**config.mk**
```make
export PLATFORM = sky130hd
export DESIGN_NAME = conv2d_sequencer_flat
export DESIGN_NICKNAME = d
export VERILOG_FILES = /design/src/rtl/conv2d_sequencer_pkg.sv /design/src/rtl/conv2d_sequencer_if.sv /design/src/rtl/conv2d_sequencer_mac.sv /design/src/rtl/conv2d_sequencer.sv /design/src/flat_wrapper.sv
export SDC_FILE = /design/constraint.sdc
export NUM_CORES = 1
export LEC_CHECK = 0
export CAP_MARGIN = 20
export CORE_ASPECT_RATIO = 0.8
export CORE_MARGIN = 2
export CORE_UTILIZATION = 61
export DETAILED_ROUTE_END_ITERATION = 12
export PLACE_DENSITY = 0.84
export SYNTH_ARGS = -nofsm -noshare
export SYNTH_HDL_FRONTEND = slang
export SYNTH_HIERARCHICAL = 1
export SYNTH_SLANG_ARGS = --single-unit
```
**constraint.sdc**
```tcl
create_clock -name clk -period 5.45 [get_ports clk]
set_input_delay 0.8175 -clock clk [delete_from_list [all_inputs] [get_ports clk]]
set_output_delay 0.8175 -clock clk [all_outputs]
set_load 0.05 [all_outputs]
```
**src/rtl/conv2d_sequencer_pkg.sv**
```systemverilog
// conv2d_sequencer_pkg: shared state encoding and arithmetic helpers for the convolution sequencer
package conv2d_sequencer_pkg;
  typedef enum logic [2:0] {IDLE, RUN, DRAIN, WRITE, DONE} state_t;
  function automatic int out_dim(input int in_sz, input int k, input int stride);
    return (in_sz - k) / stride + 1;
  endfunction
  function automatic logic signed [31:0] sat(input logic signed [31:0] v, input int dw);
    logic signed [31:0] hi;
    logic signed [31:0] lo;
    hi = (32'sd1 <<< (dw - 1)) - 32'sd1;
    lo = ~hi;
    return v > hi ? hi : v < lo ? lo : v;
  endfunction
endpackage

```
**src/rtl/conv2d_sequencer_if.sv**
```systemverilog
// conv2d_sequencer_if: control handshake plus memory-side buses of the convolution sequencer
interface conv2d_sequencer_if #(
  parameter int DW  = 8,
  parameter int IAW = 5,
  parameter int KAW = 4,
  parameter int OAW = 4
);
  logic                  start;
  logic                  busy;
  logic                  done;
  logic [IAW-1:0]        in_addr;
  logic signed [DW-1:0]  in_data;
  logic [KAW-1:0]        kern_addr;
  logic signed [DW-1:0]  kern_data;
  logic [OAW-1:0]        out_addr;
  logic signed [DW-1:0]  out_data;
  logic                  out_we;
  modport master (
    input  start, in_data, kern_data,
    output busy, done, in_addr, kern_addr, out_addr, out_data, out_we
  );
  modport slave (
    output start, in_data, kern_data,
    input  busy, done, in_addr, kern_addr, out_addr, out_data, out_we
  );
endinterface

```
**src/rtl/conv2d_sequencer_mac.sv**
```systemverilog
// conv2d_sequencer_mac: registered signed multiply-accumulate with clear and enable
module conv2d_sequencer_mac #(
  parameter int DW = 8,
  parameter int AW = 20
) (
  input  logic                 clk,
  input  logic                 reset,
  input  logic                 i_clr,
  input  logic                 i_en,
  input  logic signed [DW-1:0] i_a,
  input  logic signed [DW-1:0] i_b,
  output logic signed [AW-1:0] o_acc
);
  logic signed [2*DW-1:0] w_prod;
  logic signed [AW-1:0]   r_acc;
  assign w_prod = i_a * i_b;
  assign o_acc  = r_acc;
  // clear wins over accumulate so the first tap starts a fresh sum
  always_ff @(posedge clk or posedge reset) begin
    if (reset) r_acc <= '0;
    else if (i_clr) r_acc <= '0;
    else if (i_en) r_acc <= r_acc + AW'(w_prod);
  end
endmodule

```
**src/rtl/conv2d_sequencer.sv**
```systemverilog
// conv2d_sequencer: walks output positions and kernel taps, driving one shared MAC and the memories
module conv2d_sequencer
  import conv2d_sequencer_pkg::*;
#(
  parameter int DATA_SIZE   = 8,
  parameter int INPUT_ROWS  = 5,
  parameter int INPUT_COLS  = 5,
  parameter int KERNEL_ROWS = 3,
  parameter int KERNEL_COLS = 3,
  parameter int STRIDE      = 1
) (
  input logic clk,
  input logic reset,
  conv2d_sequencer_if.master bus
);
  localparam int OUT_ROWS = out_dim(INPUT_ROWS, KERNEL_ROWS, STRIDE);
  localparam int OUT_COLS = out_dim(INPUT_COLS, KERNEL_COLS, STRIDE);
  localparam int K        = KERNEL_ROWS * KERNEL_COLS;
  localparam int ACC_W    = 2 * DATA_SIZE + $clog2(K);
  localparam int IAW      = $clog2(INPUT_ROWS * INPUT_COLS);
  localparam int KAW      = $clog2(K);
  localparam int OAW      = $clog2(OUT_ROWS * OUT_COLS);
  localparam int ORW      = $clog2(OUT_ROWS + 1);
  localparam int OCW      = $clog2(OUT_COLS + 1);
  localparam int KRW      = $clog2(KERNEL_ROWS + 1);
  localparam int KCW      = $clog2(KERNEL_COLS + 1);
  state_t                   r_state, w_nx_state;
  logic [ORW-1:0]           r_orow, w_nx_orow;
  logic [OCW-1:0]           r_ocol, w_nx_ocol;
  logic [KRW-1:0]           r_kr, w_nx_kr;
  logic [KCW-1:0]           r_kc, w_nx_kc;
  logic [IAW-1:0]           r_in_addr, w_in_nx;
  logic [KAW-1:0]           r_kern_addr, w_kern_nx;
  logic                     w_kc_last, w_kr_last, w_oc_last, w_or_last;
  logic signed [ACC_W-1:0]  w_acc;
  assign w_kc_last = r_kc == KCW'(KERNEL_COLS - 1);
  assign w_kr_last = r_kr == KRW'(KERNEL_ROWS - 1);
  assign w_oc_last = r_ocol == OCW'(OUT_COLS - 1);
  assign w_or_last = r_orow == ORW'(OUT_ROWS - 1);
  assign w_in_nx   = IAW'((int'(w_nx_orow) * STRIDE + int'(w_nx_kr)) * INPUT_COLS
                          + int'(w_nx_ocol) * STRIDE + int'(w_nx_kc));
  assign w_kern_nx = KAW'(int'(w_nx_kr) * KERNEL_COLS + int'(w_nx_kc));
  // state, counters, and tap addresses; addresses only move when the next cycle is a RUN tap
  always_ff @(posedge clk or posedge reset) begin
    if (reset) begin
      r_state     <= IDLE;
      r_orow      <= '0;
      r_ocol      <= '0;
      r_kr        <= '0;
      r_kc        <= '0;
      r_in_addr   <= '0;
      r_kern_addr <= '0;
    end else begin
      r_state <= w_nx_state;
      r_orow  <= w_nx_orow;
      r_ocol  <= w_nx_ocol;
      r_kr    <= w_nx_kr;
      r_kc    <= w_nx_kc;
      if (w_nx_state == RUN) begin
        r_in_addr   <= w_in_nx;
        r_kern_addr <= w_kern_nx;
      end
    end
  end
  // next state and counter advance: kc fastest within a position, ocol fastest across positions
  always_comb begin
    w_nx_state = r_state;
    w_nx_orow  = r_orow;
    w_nx_ocol  = r_ocol;
    w_nx_kr    = r_kr;
    w_nx_kc    = r_kc;
    case (r_state)
      IDLE: begin
        w_nx_state = bus.start ? RUN : IDLE;
        w_nx_orow  = '0;
        w_nx_ocol  = '0;
        w_nx_kr    = '0;
        w_nx_kc    = '0;
      end
      RUN: begin
        w_nx_kc    = w_kc_last ? '0 : r_kc + KCW'(1);
        w_nx_kr    = !w_kc_last ? r_kr : w_kr_last ? '0 : r_kr + KRW'(1);
        w_nx_state = (w_kc_last && w_kr_last) ? DRAIN : RUN;
      end
      DRAIN: w_nx_state = WRITE;
      WRITE: begin
        w_nx_ocol  = w_oc_last ? '0 : r_ocol + OCW'(1);
        w_nx_orow  = !w_oc_last ? r_orow : w_or_last ? '0 : r_orow + ORW'(1);
        w_nx_state = (w_oc_last && w_or_last) ? DONE : RUN;
      end
      DONE: w_nx_state = IDLE;
      default: w_nx_state = IDLE;
    endcase
  end
  // memory data lags the address by one cycle, so the product accumulated in a cycle belongs to the previous tap
  conv2d_sequencer_mac #(.DW(DATA_SIZE), .AW(ACC_W)) u_mac (
    .clk   (clk),
    .reset (reset),
    .i_clr (r_state == RUN && r_kr == '0 && r_kc == '0),
    .i_en  (r_state == RUN || r_state == DRAIN),
    .i_a   (bus.in_data),
    .i_b   (bus.kern_data),
    .o_acc (w_acc)
  );
  assign bus.busy      = r_state == RUN || r_state == DRAIN || r_state == WRITE;
  assign bus.done      = r_state == DONE;
  assign bus.out_we    = r_state == WRITE;
  assign bus.in_addr   = r_in_addr;
  assign bus.kern_addr = r_kern_addr;
  assign bus.out_addr  = OAW'(int'(r_orow) * OUT_COLS + int'(r_ocol));
  assign bus.out_data  = DATA_SIZE'(sat(32'(w_acc), DATA_SIZE));
endmodule

```
**src/flat_wrapper.sv**
```systemverilog
// flat-port wrapper written by rule: the top's interface ports become plain ports
module conv2d_sequencer_flat import conv2d_sequencer_pkg::*;
#(
  parameter int DATA_SIZE   = 8,
  parameter int INPUT_ROWS  = 5,
  parameter int INPUT_COLS  = 5,
  parameter int KERNEL_ROWS = 3,
  parameter int KERNEL_COLS = 3,
  parameter int STRIDE      = 1
)
  (clk, reset, bus_start, bus_in_data, bus_kern_data, bus_busy, bus_done, bus_in_addr, bus_kern_addr, bus_out_addr, bus_out_data, bus_out_we);
  conv2d_sequencer_if #(.DW(8), .IAW(5), .KAW(4), .OAW(4)) bus_i ();
  input logic clk;
  input logic reset;
  input wire logic [$bits(bus_i.start)-1:0] bus_start;
  input wire logic [$bits(bus_i.in_data)-1:0] bus_in_data;
  input wire logic [$bits(bus_i.kern_data)-1:0] bus_kern_data;
  output wire logic [$bits(bus_i.busy)-1:0] bus_busy;
  output wire logic [$bits(bus_i.done)-1:0] bus_done;
  output wire logic [$bits(bus_i.in_addr)-1:0] bus_in_addr;
  output wire logic [$bits(bus_i.kern_addr)-1:0] bus_kern_addr;
  output wire logic [$bits(bus_i.out_addr)-1:0] bus_out_addr;
  output wire logic [$bits(bus_i.out_data)-1:0] bus_out_data;
  output wire logic [$bits(bus_i.out_we)-1:0] bus_out_we;
  assign bus_i.start = bus_start;
  assign bus_i.in_data = bus_in_data;
  assign bus_i.kern_data = bus_kern_data;
  assign bus_busy = bus_i.busy;
  assign bus_done = bus_i.done;
  assign bus_in_addr = bus_i.in_addr;
  assign bus_kern_addr = bus_i.kern_addr;
  assign bus_out_addr = bus_i.out_addr;
  assign bus_out_data = bus_i.out_data;
  assign bus_out_we = bus_i.out_we;
  conv2d_sequencer #(.DATA_SIZE(DATA_SIZE), .INPUT_ROWS(INPUT_ROWS), .INPUT_COLS(INPUT_COLS), .KERNEL_ROWS(KERNEL_ROWS), .KERNEL_COLS(KERNEL_COLS), .STRIDE(STRIDE)) u_core (.clk(clk), .reset(reset), .bus(bus_i));
endmodule
```
Word-level counts from Yosys, hierarchy flattened

Index checks and enable logic that the tools add are counted.

Register bits: 40
Input port bits: 19

$mul: 4
Magnitude comparators: 2
Reductions and logical operators: 10
Equal/unequal tests: 9
Muxes and demuxes: 18
Add/sub/neg operators: 10

Operator list:

| operator             | number |
|---|---|
| $mux 20              | 2 |
| $mul 32x4->5 const B | 1 |
| $add 20x16->20       | 1 |
| $gt 20x8->1 const B  | 1 |
| $lt 20x8->1 const B  | 1 |
| $mul 8x8->16         | 1 |
| $mux 8               | 2 |
| $pmux 2 s2           | 4 |
| $mux 2               | 7 |
| $pmux 3 s4           | 1 |
| $add 5x3->5          | 2 |
| $add 2x1->2 const B  | 4 |
| $add 4x3->4          | 2 |
| $eq 2x2->1 const B   | 4 |
| $mul 2x2->4 const B  | 2 |
| $eq 3x1->1 const B   | 2 |
| $eq 3x2->1 const B   | 2 |
| $logic_and 1x1->1    | 4 |
| $logic_not 2->1      | 2 |
| $add 2x2->3          | 1 |
| $eq 3x3->1 const B   | 1 |
| $logic_not 3->1      | 1 |
| $mux 3               | 1 |
| $logic_or 1x1->1     | 2 |
| other kinds (2)      | 2 |

Longest topological paths before layout

Gate-level depths: netlist (run 1).

Depth after elaboration: 8
Mapped depth: 19
Mapped depth without buffers: 18

Cells and area by module

Netlist (run 1), hierarchy kept.

By module, submodules not included:

| module               | sequential area each (um2) | instances | cells an instance | area each (um2) |
|---|---|---|---|---|
| conv2d_sequencer_mac | 500.5                      | 1         | 444               | 4366.7 |
| conv2d_sequencer     | 500.5                      | 1         | 144               | 1511.4 |

Worst setup path before layout (run 1)

No wires, ideal clock.

Kind: input -> register
Start point: input bus_kern_data[1]
End point: register u_core.u_mac.r_acc[13] (netlist: u_core/u_mac/o_acc[13])
Path slack: -0.048 ns
Path buffers: 1
Cell stages on the path: 13
Data arrival time: 5.420 ns
Cell sequence: clkbuf_1 and2_1 fa_1 fa_1 fa_1 fa_1 ha_1 ha_1 or3_4 or2_1 a31oi_1 mux2_2 a21oi_1

Word-level cells in the longest chain between the ends: 4

RTL lines:

| item                   | line                       | source |
|---|---|---|
| start: declaration     | flat_wrapper.sv:17         | `input wire logic [$bits(bus_i.kern_data)-1:0] bus_kern_data;` |
| $mul 8x8->16           | conv2d_sequencer_mac.sv:16 | `assign w_prod = i_a * i_b;` |
| $add 20x16->20         | conv2d_sequencer_mac.sv:22 | `else if (i_en) r_acc <= r_acc + AW'(w_prod);` |
| $mux 20                | conv2d_sequencer_mac.sv:22 |  |
| $mux 20                | conv2d_sequencer_mac.sv:21 | `else if (i_clr) r_acc <= '0;` |
| end signal: assignment | conv2d_sequencer_mac.sv:22 |  |
| end: declaration       | conv2d_sequencer_mac.sv:15 | `logic signed [AW-1:0] r_acc;` |

No other way between the ends. The select of a mux whose other input is x is not followed.
A chain may end at the register's enable or synchronous reset.

Final worst setup path (run 1)

Start point: input bus_kern_data[5]
End point: register u_core.u_mac.r_acc[19] (netlist: u_core/u_mac/o_acc[19])

The elaborated chain is that of the path after synthesis.

==> results.ini, run 1 <==
[status]
outcome = finished clean

[logic_synthesis]
synth-edff-count = 0
syn_nets = 762
synth_cell_types = 58
synth_area_per_cell_um2 = 10.0
synth_top_flop_cell = dfrtp_1
yosysWarnings = 6
synth_seq_area_share_pct = 17.0
synth-seq-cells = 40
netlist_area_mm2 = 0.00588
ys_async_sr_fraction_pct = 100
netlist_instances = 588

[setup_path]
crit_type = in2reg
reg2reg_depth = 16
crit_end = u_core/u_mac/o_acc[19]
required_ns = 5.67
crit_fanout = 7
crit_top_cell = fa_1
crit_slowest_cell = fa_1
r2r_end = u_core/u_mac/o_acc[12]
critical_path.startpoint = bus_kern_data[5]
path_cells = clkdlybuf4s50_1, buf_4, and2_2, fa_1, inv_1, fa_1, inv_1, fa_1, fa_1, ha_1, ha_4, and2_4, o2111a_2, o21ai_2, a31o_1, a2111o_1, nand2_1
rr_startpoint = u_core/u_mac/o_acc[6]
rrSetupSlack_ns = 0.74
max_stage_delay_ns = 0.55
critPathArrivalTime_ns = 5.63
end_kind = flop
cp-start-kind = input pin

[grt]
grt_first_pass_wirelength_mm = 23.4
grt_util_all_layers_pct = 27.8
grt_start_max_net_pins = 25
grt_pass1_vias = 5078
overflow = 0
antenna_found_initial = 0

[cells_and_area]
num-nets-final = 865
syn2layout_area_growth_pct = 21.6
diodes = 0
drive_gt1_share_pct = 16.6

[sta]
worst_slew_pin_slew_ns = 1.17
hold_violations = 0
timing.final.crit_period_ns = 5.41
drv_slew = 0
setup_viol = 0
fmax_mhz = 185
final.setup.worst_slack_ns = 0.0357
slew_headroom_pct = 21.3
min_period_over_period_pct = 99.3
fin_tns_setup_ns = 0
fin_skew_ns = 0.00795

[drt]
drtPass1Iterations = 5
drtAntennaViolNets = 0
routedWlPerCell_um = 17.7
wl_mm = 14.3
drtIter0Drc = 297
drcViolationCount = 0
viasPerCell = 5.70
via_count = 4626

[die]
io_pins = 43
core-area_mm2 = 0.00949
die_area_mm2 = 0.0104
fp-row-count = 32
fp.dieW_um = 114
die_y_um = 91.8
start_util_pct = 61.9

[cts]
numCtsBuffers = 5
h-tree-depth = 2
cts_tree = built
clock_latency_ns = 0.28
cts-root-buf = clkbuf_16
path_clk_slew_ns = 0.06
clock_path_buffers = 2
clock-sinks = 40

[placement]
place_ws_ns = -0.447
routabilityCongestion = 0.921
dpl.hpwl_mm = 11.1
port_buffers = 42

[hold_path]
holdCritPathClass = reg2reg

[flow_run]
maxCapViolations = 0

-- Yosys cell counts, drive strengths merged, types with 5 or more instances --
cell type / instances / share of area [%]
o21ai: 9 / 0.83
ha: 59 / 13
nor2: 37 / 2.6
dfrtp: 40 / 17
nand2: 36 / 2.3
nand3b: 6 / 0.77
o21a: 13 / 1.7
o22ai: 5 / 0.64
mux2i: 12 / 2.0
nor3: 6 / 0.51
inv: 121 / 7.7
a21oi: 13 / 1.1
and2: 35 / 3.7
xnor2: 14 / 2.1
clkbuf: 5 / 0.32
mux2: 9 / 1.7
nor2b: 5 / 0.66
xor2: 5 / 0.74
fa: 96 / 33
nand2b: 7 / 0.74
-- stage by stage --
step	cells	hold slack, ns	utilization [%]	instance area (um2)
after global routing	811	0.531	75.3	7150
after CTS	809	0.508	74.1	7030
after detailed placement	801	0.496	72.4	6870
after global placement	801	0.486	72.4	6870
after floorplan	588	0.507	-	5880
final	811	0.505	75.3	7150
-- sequential cells by signal, indices dropped and copies added (netlist names) --
name / flops
u_core/bus.kern_addr: 4
u_core/u_mac/o_acc: 20
u_core/r_state: 3
u_core/r_ocol: 2
u_core/r_orow: 2
u_core/bus.in_addr: 5
u_core/r_kc: 2
u_core/r_kr: 2
-- how the worst min path moves through the flow --
stage | from | end | slack (ns) | cells past startpoint
floorplan | u_core/u_mac/o_acc[6] | u_core/u_mac/o_acc[6] | 0.51 | 2
global placement | u_core/bus.in_addr[2] | u_core/bus.in_addr[2] | 0.49 | 1
detailed placement | u_core/bus.in_addr[3] | u_core/bus.in_addr[3] | 0.50 | 1
CTS | u_core/bus.in_addr[3] | u_core/bus.in_addr[3] | 0.51 | 1
global route | u_core/bus.in_addr[3] | u_core/bus.in_addr[3] | 0.53 | 1
finish | u_core/bus.in_addr[3] | u_core/bus.in_addr[3] | 0.51 | 1
-- routing by layer --
metal | up-vias | GRT usage (%) | wire length (um)
met5 | - | 0 | 0
met4 | 0 | 7.93 | 482
met3 | 55 | 3.17 | 688
met2 | 167 | 48.0 | 7400
met1 | 2330 | 37.4 | 5760
li1 | 2074 | - | -
-- what timing repair did --
action                                  in CTS  in global routing
setup buffers                                0                  2
endpoints found under the setup margin       8                  9
resized for setup                           13                 25
hold buffers                                 0                  0
pin swaps                                    3                 16
-- cell families after synthesis --
logic type | count (synthesis) | synth area share (%)
AOI/OAI and AO/OA | 70 | 8.73
DFF | 40 | 17.0
muxes | 21 | 3.77
and+or+nand+nor | 151 | 13.7
xor gates and xnor gates | 19 | 2.83
adders and majority gates | 155 | 45.3
buffers and inverters | 132 | 8.66
-- area by class of cell --
class / instances / area, um2
multi-input cells: 416 / 4480
fillers: 607 / 2340
flip-flops and latches: 40 / 1000
repair buffers: 105 / 906
inverters: 123 / 463
well taps: 119 / 149
clock buffers: 8 / 146
-- cell usage in the layout, fill, tap and decap left out, drive strengths merged, types with 13 or more instances in the layout --
| master | instances |
|---|---|
| nor2 | 37 |
| o21a | 13 |
| clkdlybuf4s50 | 28 |
| fa | 96 |
| buf | 63 |
| a21oi | 13 |
| nand2 | 36 |
| ha | 59 |
| inv | 121 |
| and2 | 35 |
| dfrtp | 40 |
| xnor2 | 14 |
-- critical path: cells and delay by family --
family	cells	cell delay, ns
fa+ha+maj	6	2.71
compound gates	4	0.98
simple gates	3	0.42
buf+inv	4	0.73
Power of run 1 is not shown: default switching activity piles up to over one toggle a cycle in this logic, so the estimate is an artifact.
==> inputs of run 2 (changes only) <==
--- a/config.mk
+++ b/config.mk
@@ -8,9 +8,9 @@
 export CAP_MARGIN = 20
 export CORE_ASPECT_RATIO = 0.8
 export CORE_MARGIN = 2
-export CORE_UTILIZATION = 61
+export CORE_UTILIZATION = 42
 export DETAILED_ROUTE_END_ITERATION = 12
-export PLACE_DENSITY = 0.84
+export PLACE_DENSITY = 0.62
 export SYNTH_ARGS = -nofsm -noshare
 export SYNTH_HDL_FRONTEND = slang
 export SYNTH_HIERARCHICAL = 1
==> run 2 against run 1 <==
  * Critical path depth did not move
  * Sequential share of layout area decreased by 0.15 points
  * Largest cell class unchanged
  * Cell area increased by 1.1%
  * Critical path type unchanged
  * Final cell count increased by 7.8%
  * Die area grew 43%
  * Worst hold slack improved by 0.0012 ns
==> results.ini, run 2 (synthesis results as in run 1) <==
[setup_path]
critPathArrivalTime_ns = 5.49  ; -0.14 ns
cp-start-kind = input pin
end_kind = flop
crit_type = in2reg
crit_fanout = 3  ; -4
required_ns = 5.60  ; -0.07 ns

[cells_and_area]
layout_commonest_cell = inv_1
drive_gt1_share_pct = 16.4  ; -0.19 points
final_cell_mix = inv_1 (119), fa_1 (93), buf_4 (66), ha_1 (55), dfrtp_1 (40)
postLayoutCellArea_mm2 = 0.00723  ; +1.1%
diodes = 0  ; unchanged
num-nets-final = 868  ; +0.35%
largest_register_ffs = 20  ; unchanged
final_util_pct = 53.1  ; -22 points
fin_cells = 874  ; +7.8%
syn2layout_area_growth_pct = 22.9

[drt]
routedWlPerCell_um = 14.7  ; -17%
drtIter0Drc = 146  ; -51%
routed.top_layer = met4
drtAntennaViolNets = 0  ; unchanged
viasPerCell = 4.91  ; -14%
drcViolationCount = 0  ; unchanged
drtPass1Iterations = 4  ; -1
met1_length_mm = 6.24  ; +8.3%
via_count = 4291  ; -7.2%
wl_met3_um = 310  ; -55%
wl_mm = 12.9  ; -10%
wl_met2_mm = 6.24  ; -16%

[cts]
numCtsBuffers = 5  ; unchanged
cts-root-buf = clkbuf_16
clock-sinks = 40  ; unchanged
path_clk_slew_ns = 0.06  ; about the same
hold_buffers = 0  ; unchanged
clock_path_buffers = 2  ; unchanged
h-tree-depth = 2  ; unchanged
cts_tree = built
clock_latency_ns = 0.28  ; about the same

[placement]
place_inst = 867  ; +8.2%
dpl.hpwl_mm = 11.0  ; -0.79%
port_buffers = 42  ; unchanged
place_ws_ns = -0.401  ; +0.0465 ns
routabilityCongestion = 0.824  ; -10%
place_area_mm2 = 0.00698  ; +1.7%

[grt]
grt_first_pass_wirelength_mm = 22.5  ; -3.6%
overflow = 0  ; unchanged
antenna_found_initial = 0  ; unchanged
grt_util_all_layers_pct = 18.9  ; -8.9 points
grt_pass1_vias = 4668  ; -8.1%
grt_start_max_net_pins = 25  ; unchanged

[die]
die_area_mm2 = 0.0150  ; +43%
fp-row-count = 38  ; +19%
fp.dieW_um = 136  ; +20%
start_util_pct = 43.2  ; -19 points
die_y_um = 110  ; +20%
io_pins = 43  ; unchanged
core-area_mm2 = 0.0136  ; +43%

[sta]
setup_viol = 0  ; unchanged
final.setup.worst_slack_ns = 0.106  ; +0.0702 ns
hold_violations = 0  ; unchanged
min_period_over_period_pct = 98.1  ; -1.3 points
fin_skew_ns = 0.00395  ; -0.00400 ns
fmax_mhz = 187  ; +1.3%
worst_slew_pin_slew_ns = 1.06  ; -0.115 ns
slew_headroom_pct = 29.0  ; +7.7 points
timing.final.crit_period_ns = 5.34  ; -0.0702 ns
drv_slew = 0  ; unchanged
rsz0062_at_grt = no

[flow_run]
maxCapViolations = 0  ; unchanged

[hold_path]
holdCritPathClass = reg2reg

[status]
outcome = finished clean

==> run 2: changes by cell type in the layout (fill, tap and decap cells not counted), sizes merged <==
| cell | before | now |
|---|---|---|
| dlygate4sd2 | 7 | 3 |
| buf | 63 | 66 |
| clkbuf | 8 | 5 |
| clkdlybuf4s50 | 28 | 30 |
| dlymetal6s2s | 7 | 9 |
| clkinvlp | 0 | 1 |
| inv | 121 | 122 |
==> run 2: per-layer routing <==
metal,up-vias,GRT usage [%]
li1,2080,-
met1,2155,27.1
met2,49,32.2
met3,7,1.43
met4,0,2.53
met5,-,0
==> run 2: path summary, 6_finish.rpt <==
kind,from,to,slack (ns),cells past startpoint
worst max-delay path,bus_in_data[1],u_core/u_mac/o_acc[14],0.11,17
worst min register to register,u_core/bus.in_addr[3],u_core/bus.in_addr[3],0.51,1
min in group asynchronous,reset,u_core/u_mac/o_acc[0],1.03,2
worst max register to register,u_core/u_mac/o_acc[6],u_core/u_mac/o_acc[14],0.87,16
max in group asynchronous,reset,u_core/bus.in_addr[4],3.91,2
worst min-delay path,u_core/bus.in_addr[3],u_core/bus.in_addr[3],0.51,1
==> run 2: per-stage QoR <==
step | hold WS, ns | TNS [ns]
after CTS | 0.509 | 0
final | 0.506 | 0
after global placement | 0.488 | -2.41
after global routing | 0.541 | 0
after detailed placement | 0.496 | -3.11
after floorplan | 0.507 | 0
==> run 2: layout make-up <==
| type | count | area (um2) |
|---|---|---|
| fillers | 1271 | 6370 |
| multi-input cells | 416 | 4460 |
| flip-flops and latches | 40 | 1000 |
| repair buffers | 108 | 935 |
| inverters | 123 | 464 |
| well taps | 180 | 225 |
| clock buffers | 5 | 125 |
| clock inverters | 2 | 12.5 |
==> run 2: what timing repair did <==
action	in CTS	in global routing
pin swaps	1	11
resized for setup	10	23
buffers inserted	0	0
endpoints found under the setup margin	8	10
==> run 2: worst max-delay path: stages <==
cell and delay [ns]:
clkdlybuf4s50_1 0.46, buf_4 0.17, and2_1 0.16, fa_2 0.41, fa_1 0.54, inv_1 0.05, fa_1 0.48, inv_1 0.07
fa_2 0.56, ha_1 0.23, ha_1 0.32, nor2b_4 0.14, o31a_1 0.28, o21a_1 0.22, a221o_1 0.34, xnor2_1 0.15
o22ai_1 0.10
Power of run 2 is left out for the same reason.
==> inputs of run 3 (changes only) <==
--- a/config.mk
+++ b/config.mk
@@ -11,6 +11,7 @@
 export CORE_UTILIZATION = 42
 export DETAILED_ROUTE_END_ITERATION = 12
 export PLACE_DENSITY = 0.62
+export RECOVER_POWER = 50
 export SYNTH_ARGS = -nofsm -noshare
 export SYNTH_HDL_FRONTEND = slang
 export SYNTH_HIERARCHICAL = 1
==> constraint.sdc (replaced) <==
create_clock -name clk -period 6.6 [get_ports clk]
set_input_delay 0.99 -clock clk [delete_from_list [all_inputs] [get_ports clk]]
set_output_delay 0.99 -clock clk [all_outputs]
set_load 0.05 [all_outputs]
==> run 3 against run 2 <==
  * Die area stayed put
  * Global-route usage down 1.1 points
  * Flip-flop and latch count unchanged
  * Critical path type unchanged
  * Sequential share of layout area rose by 1.1 points
  * Routed wire length shrank 8.1%
  * Largest cell class unchanged
==> results.ini, run 3 (synthesis results as in run 1) <==
[drt]
wl_mm = 11.8  ; -8.1%
viasPerCell = 4.88  ; -0.56%
drtAntennaViolNets = 0  ; unchanged
routedWlPerCell_um = 14.5  ; -1.6%
drtIter0Drc = 177  ; +21%
drtPass1Iterations = 4  ; unchanged
drcViolationCount = 0  ; unchanged
via_count = 3984  ; -7.2%

[setup_path]
critPathArrivalTime_ns = 6.21  ; +0.72 ns
path_cells = clkdlybuf4s50_1, and2_1, fa_1, inv_1, fa_1, inv_1, fa_1, fa_1, ha_1, ha_1, a21o_1, a31oi_1, o21ai_0, a41oi_2, xnor2_1, o22ai_1
reg2reg_depth = 16  ; unchanged
crit_type = in2reg
crit_slowest_cell = and2_1
rr_startpoint = u_core/u_mac/o_acc[6]
required_ns = 6.76  ; +1.16 ns
max_stage_delay_ns = 0.70  ; +0.14 ns
cp_num_cells = 16  ; -1
critical_path.startpoint = bus_in_data[7]
end_kind = flop
r2r_end = u_core/u_mac/o_acc[13]
critPathBufInv = 3  ; -1
critical_path.top_delay_family = adder cells
crit_end = u_core/u_mac/o_acc[17]
crit_fanout = 12  ; +9
crit_top_cell = fa_1
rrSetupSlack_ns = 1.85  ; +0.98 ns
cp-start-kind = input pin

[sta]
drv_slew = 0  ; unchanged
hold_violations = 0  ; unchanged
fin_tns_setup_ns = 0  ; unchanged
whs_ns = 0.500  ; -0.00617 ns
slew_headroom_pct = 30.5  ; +1.5 points
fin_skew_ns = 0.00499  ; +0.00103 ns
timing.final.crit_period_ns = 6.06
rsz0062_at_grt = no
fmax_mhz = 165
worst_slew_pin_slew_ns = 1.03  ; -0.0227 ns
setup_viol = 0  ; unchanged
min_period_over_period_pct = 91.8

[cells_and_area]
postLayoutCellArea_mm2 = 0.00669  ; -7.5%
layout_commonest_cell = inv_1
num-nets-final = 809  ; -6.8%
final_cell_mix = inv_1 (121), fa_1 (96), ha_1 (59), dfrtp_1 (40), clkdlybuf4s50_1 (39)
largest_register_ffs = 20  ; unchanged
diodes = 0  ; unchanged
syn2layout_area_growth_pct = 13.7
drive_gt1_share_pct = 5.50  ; -11 points

[placement]
port_buffers = 42  ; unchanged
place_area_mm2 = 0.00654  ; -6.4%
routabilityCongestion = 0.818  ; -0.74%
dpl.hpwl_mm = 10.1  ; -8.0%

[cts]
numCtsBuffers = 5  ; unchanged
clock-sinks = 40  ; unchanged
clock_latency_ns = 0.28  ; about the same
path_clk_slew_ns = 0.06  ; about the same
cts_tree = built
h-tree-depth = 2  ; unchanged
hold_buffers = 0  ; unchanged
cts-root-buf = clkbuf_16
cts_setup_buffers = 0  ; unchanged
ctsResizeCount = 0  ; -10
clock_path_buffers = 2  ; unchanged

[status]
outcome = finished clean

[grt]
grt_pass1_vias = 4261  ; -8.7%
grt_start_max_net_pins = 25  ; unchanged
grt_first_pass_wirelength_mm = 21.1  ; -6.1%
antenna_found_initial = 0  ; unchanged
overflow = 0  ; unchanged
grt_util_all_layers_pct = 17.8  ; -1.1 points

[die]
die_area_mm2 = 0.0150  ; unchanged
start_util_pct = 43.2  ; unchanged
fp.dieW_um = 136  ; unchanged
core-area_mm2 = 0.0136  ; unchanged
die_y_um = 110  ; unchanged
io_pins = 43  ; unchanged
fp-row-count = 38  ; unchanged

[hold_path]
holdCritPathClass = reg2reg

[flow_run]
maxCapViolations = 0  ; unchanged

## run 3: routing by layer
metal | up-vias | track usage, % | routed length [um]
met2 | 54 | 29.2 | 5530
li1 | 1962 | - | -
met1 | 1962 | 26.2 | 5890
met5 | - | 0 | 0
met4 | 0 | 2.01 | 61
met3 | 6 | 2.03 | 333
## run 3: stage by stage
| stage | std cells | utilization [%] | worst slack, ns |
|---|---|---|---|
| 2_1_floorplan | 588 | - | 0.929 |
| 3_3_place_gp | 808 | 48.1 | 0.296 |
| 3_5_place_dp | 808 | 48.1 | 0.224 |
| 4_1_cts | 816 | 49.3 | 0.531 |
| 5_1_grt | 816 | 49.2 | 0.221 |
| 6_report | 816 | 49.2 | 0.541 |
## run 3: worst min path at each step
stage                                  to                   from  cells past startpoint  slack [ns]
finish              u_core/bus.in_addr[1]  u_core/bus.in_addr[1]                      1        0.50
global route        u_core/bus.in_addr[3]  u_core/bus.in_addr[3]                      1        0.54
CTS                 u_core/bus.in_addr[1]  u_core/bus.in_addr[1]                      1        0.50
detailed placement  u_core/bus.in_addr[1]  u_core/bus.in_addr[1]                      1        0.49
global placement    u_core/bus.in_addr[4]  u_core/bus.in_addr[4]                      1        0.49
floorplan           u_core/u_mac/o_acc[6]  u_core/u_mac/o_acc[6]                      2        0.51
## run 3: worst reg2reg max path: cells and delay by family, from the launching register on
family | cells | cell delay (ns)
fa+ha+maj | 6 | 2.77
compound gates | 4 | 0.66
flops | 1 | 0.37
buf+inv | 4 | 0.23
simple gates | 1 | 0.30
mux | 1 | 0.35
## run 3: final cells by class
class	count	area [um2]
fill	1312	6910
multi-input combinational	416	4360
tap	180	225
sequential	40	1000
clock buffer	5	125
clock inverter	3	42.5
inverter	123	462
timing repair buffer	49	473
Power of run 3 is left out for the same reason.
==> RTL edit: new RTL, flow settings as in run 3 <==
Reset style: synchronous (`reset`), changed in 2 clocked blocks.
--- a/src/rtl/conv2d_sequencer_mac.sv
+++ b/src/rtl/conv2d_sequencer_mac.sv
@@ -18,3 +18,3 @@
   // clear wins over accumulate so the first tap starts a fresh sum
-  always_ff @(posedge clk or posedge reset) begin
+  always_ff @(posedge clk) begin
     if (reset) r_acc <= '0;
--- a/src/rtl/conv2d_sequencer.sv
+++ b/src/rtl/conv2d_sequencer.sv
@@ -43,3 +43,3 @@
   // state, counters, and tap addresses; addresses only move when the next cycle is a RUN tap
-  always_ff @(posedge clk or posedge reset) begin
+  always_ff @(posedge clk) begin
     if (reset) begin
Formal check against the unedited RTL: differs if reset is asserted again (counterexample within 4 cycles, from zero or initial values and one cycle with reset high); with reset held inactive, the same outputs for 4 cycles.
==> RTL edit against run 3 <==
Non-clock buffer count is 2 lower; fmax is 3.1% lower; routed wire length is 9.0% higher; global-route usage is 1.3 points higher; highest routed layer unchanged; setup slack worse by 0.19 ns; synthesized area is 1.0% higher; largest cell class unchanged; cell area is 0.69% higher; sequential cell count stayed put; critical path type unchanged; first-iteration DRC count is 46% higher; cell count is 3.9% higher.
==> RTL edit: results (changes against run 3) <==
drive_gt1_share_pct: 4.64  # was 5.50%
hold_path_end: "u_core/bus.in_addr[1]$_SDFFE_PP0N_"  # was u_core/bus.in_addr[1]$_DFFE_PP0N_
cp.arrival_ns: 6.47  # was 6.21 ns
r2r-start: "u_core/u_mac/o_acc[4]$_SDFFE_PP0P_"  # was u_core/u_mac/o_acc[6]$_DFFE_PP0P_
worst_pin_slew_ns: 1.23  # was 1.03 ns
status: "completed"  # unchanged
synthFlopType: "dfxtp_1"  # was dfrtp_1
hold_depth: 2  # was 1
pre_cts_ws_ns: 0.0474  # was 0.224 ns
wl_met2_mm: 5.89  # was 5.53 mm
whs_ns: 0.475  # was 0.500 ns
hpwl_mm: 10.9  # was 10.1 mm
use_met1_pct: 27.6  # was 26.2%
ys_seq_area_share_pct: 13.5  # was 17.0%
fmax_mhz: 160  # was 165 MHz
grt_pass1_vias: 4734  # was 4261
grt_pass1_wl_mm: 22.8  # was 21.1 mm
grt_use_met3_pct: 2.42  # was 2.03%
slowest_delay_ns: 0.68  # was 0.70 ns
r2r_slack_ns: 1.83  # was 1.85 ns
grt_use_total_pct: 19.1  # was 17.8%
worstReg2RegEnd: "u_core/u_mac/o_acc[18]$_SDFFE_PP0P_"  # was u_core/u_mac/o_acc[13]$_DFFE_PP0P_
wl_per_cell_um: 15.2  # was 14.5 um
grt_max_degree: 31  # was 25
synth_cell_type_count: 61  # was 58
min_from: "u_core/bus.in_addr[1]$_SDFFE_PP0N_"  # was u_core/bus.in_addr[1]$_DFFE_PP0N_
yosys-top-cells-area: "fa_1 32%, dfxtp_1 13%, ha_1 12%"  # was fa_1 33%, dfrtp_1 17%, ha_1 13%
viasPerCell: 5.16  # was 4.88
[RTL edit: changes by cell type after synthesis, sizes merged, moves of 8 or more]
cell,delta
o211ai,+8
inv,-10
dfxtp,+40
mux2,-9
dfrtp,-40
[RTL edit: layout make-up]
cell class	instances	area [um2]	area share, %
flip-flops and latches	40	801	11.9
clock buffers	6	139	2.06
repair buffers	47	458	6.80
inverters	113	424	6.30
multi-input cells	460	4650	69.0
well taps	180	225	3.35
clock inverters	2	38.8	0.576
[RTL edit: through the flow]
stage               area [um2]  utilization, %  std cells
floorplan                 5940               -        626
global placement          6570            48.0        840
detailed placement        6570            48.0        840
CTS                       6740            49.3        848
global route              6730            49.2        848
finish                    6730            49.2        848
[RTL edit: logic make-up (layout without fill, tap and decap cells)]
logic type	count (synthesis)	in the layout	synth area share [%]
adders and majority gates	155	155	44.8
xor gates and xnor gates	17	17	2.51
and+or+nand+nor	177	177	16.0
buffers and inverters	126	168	8.13
muxes	12	12	2.02
AOI/OAI and AO/OA	99	99	13.1
DFF	40	40	13.5
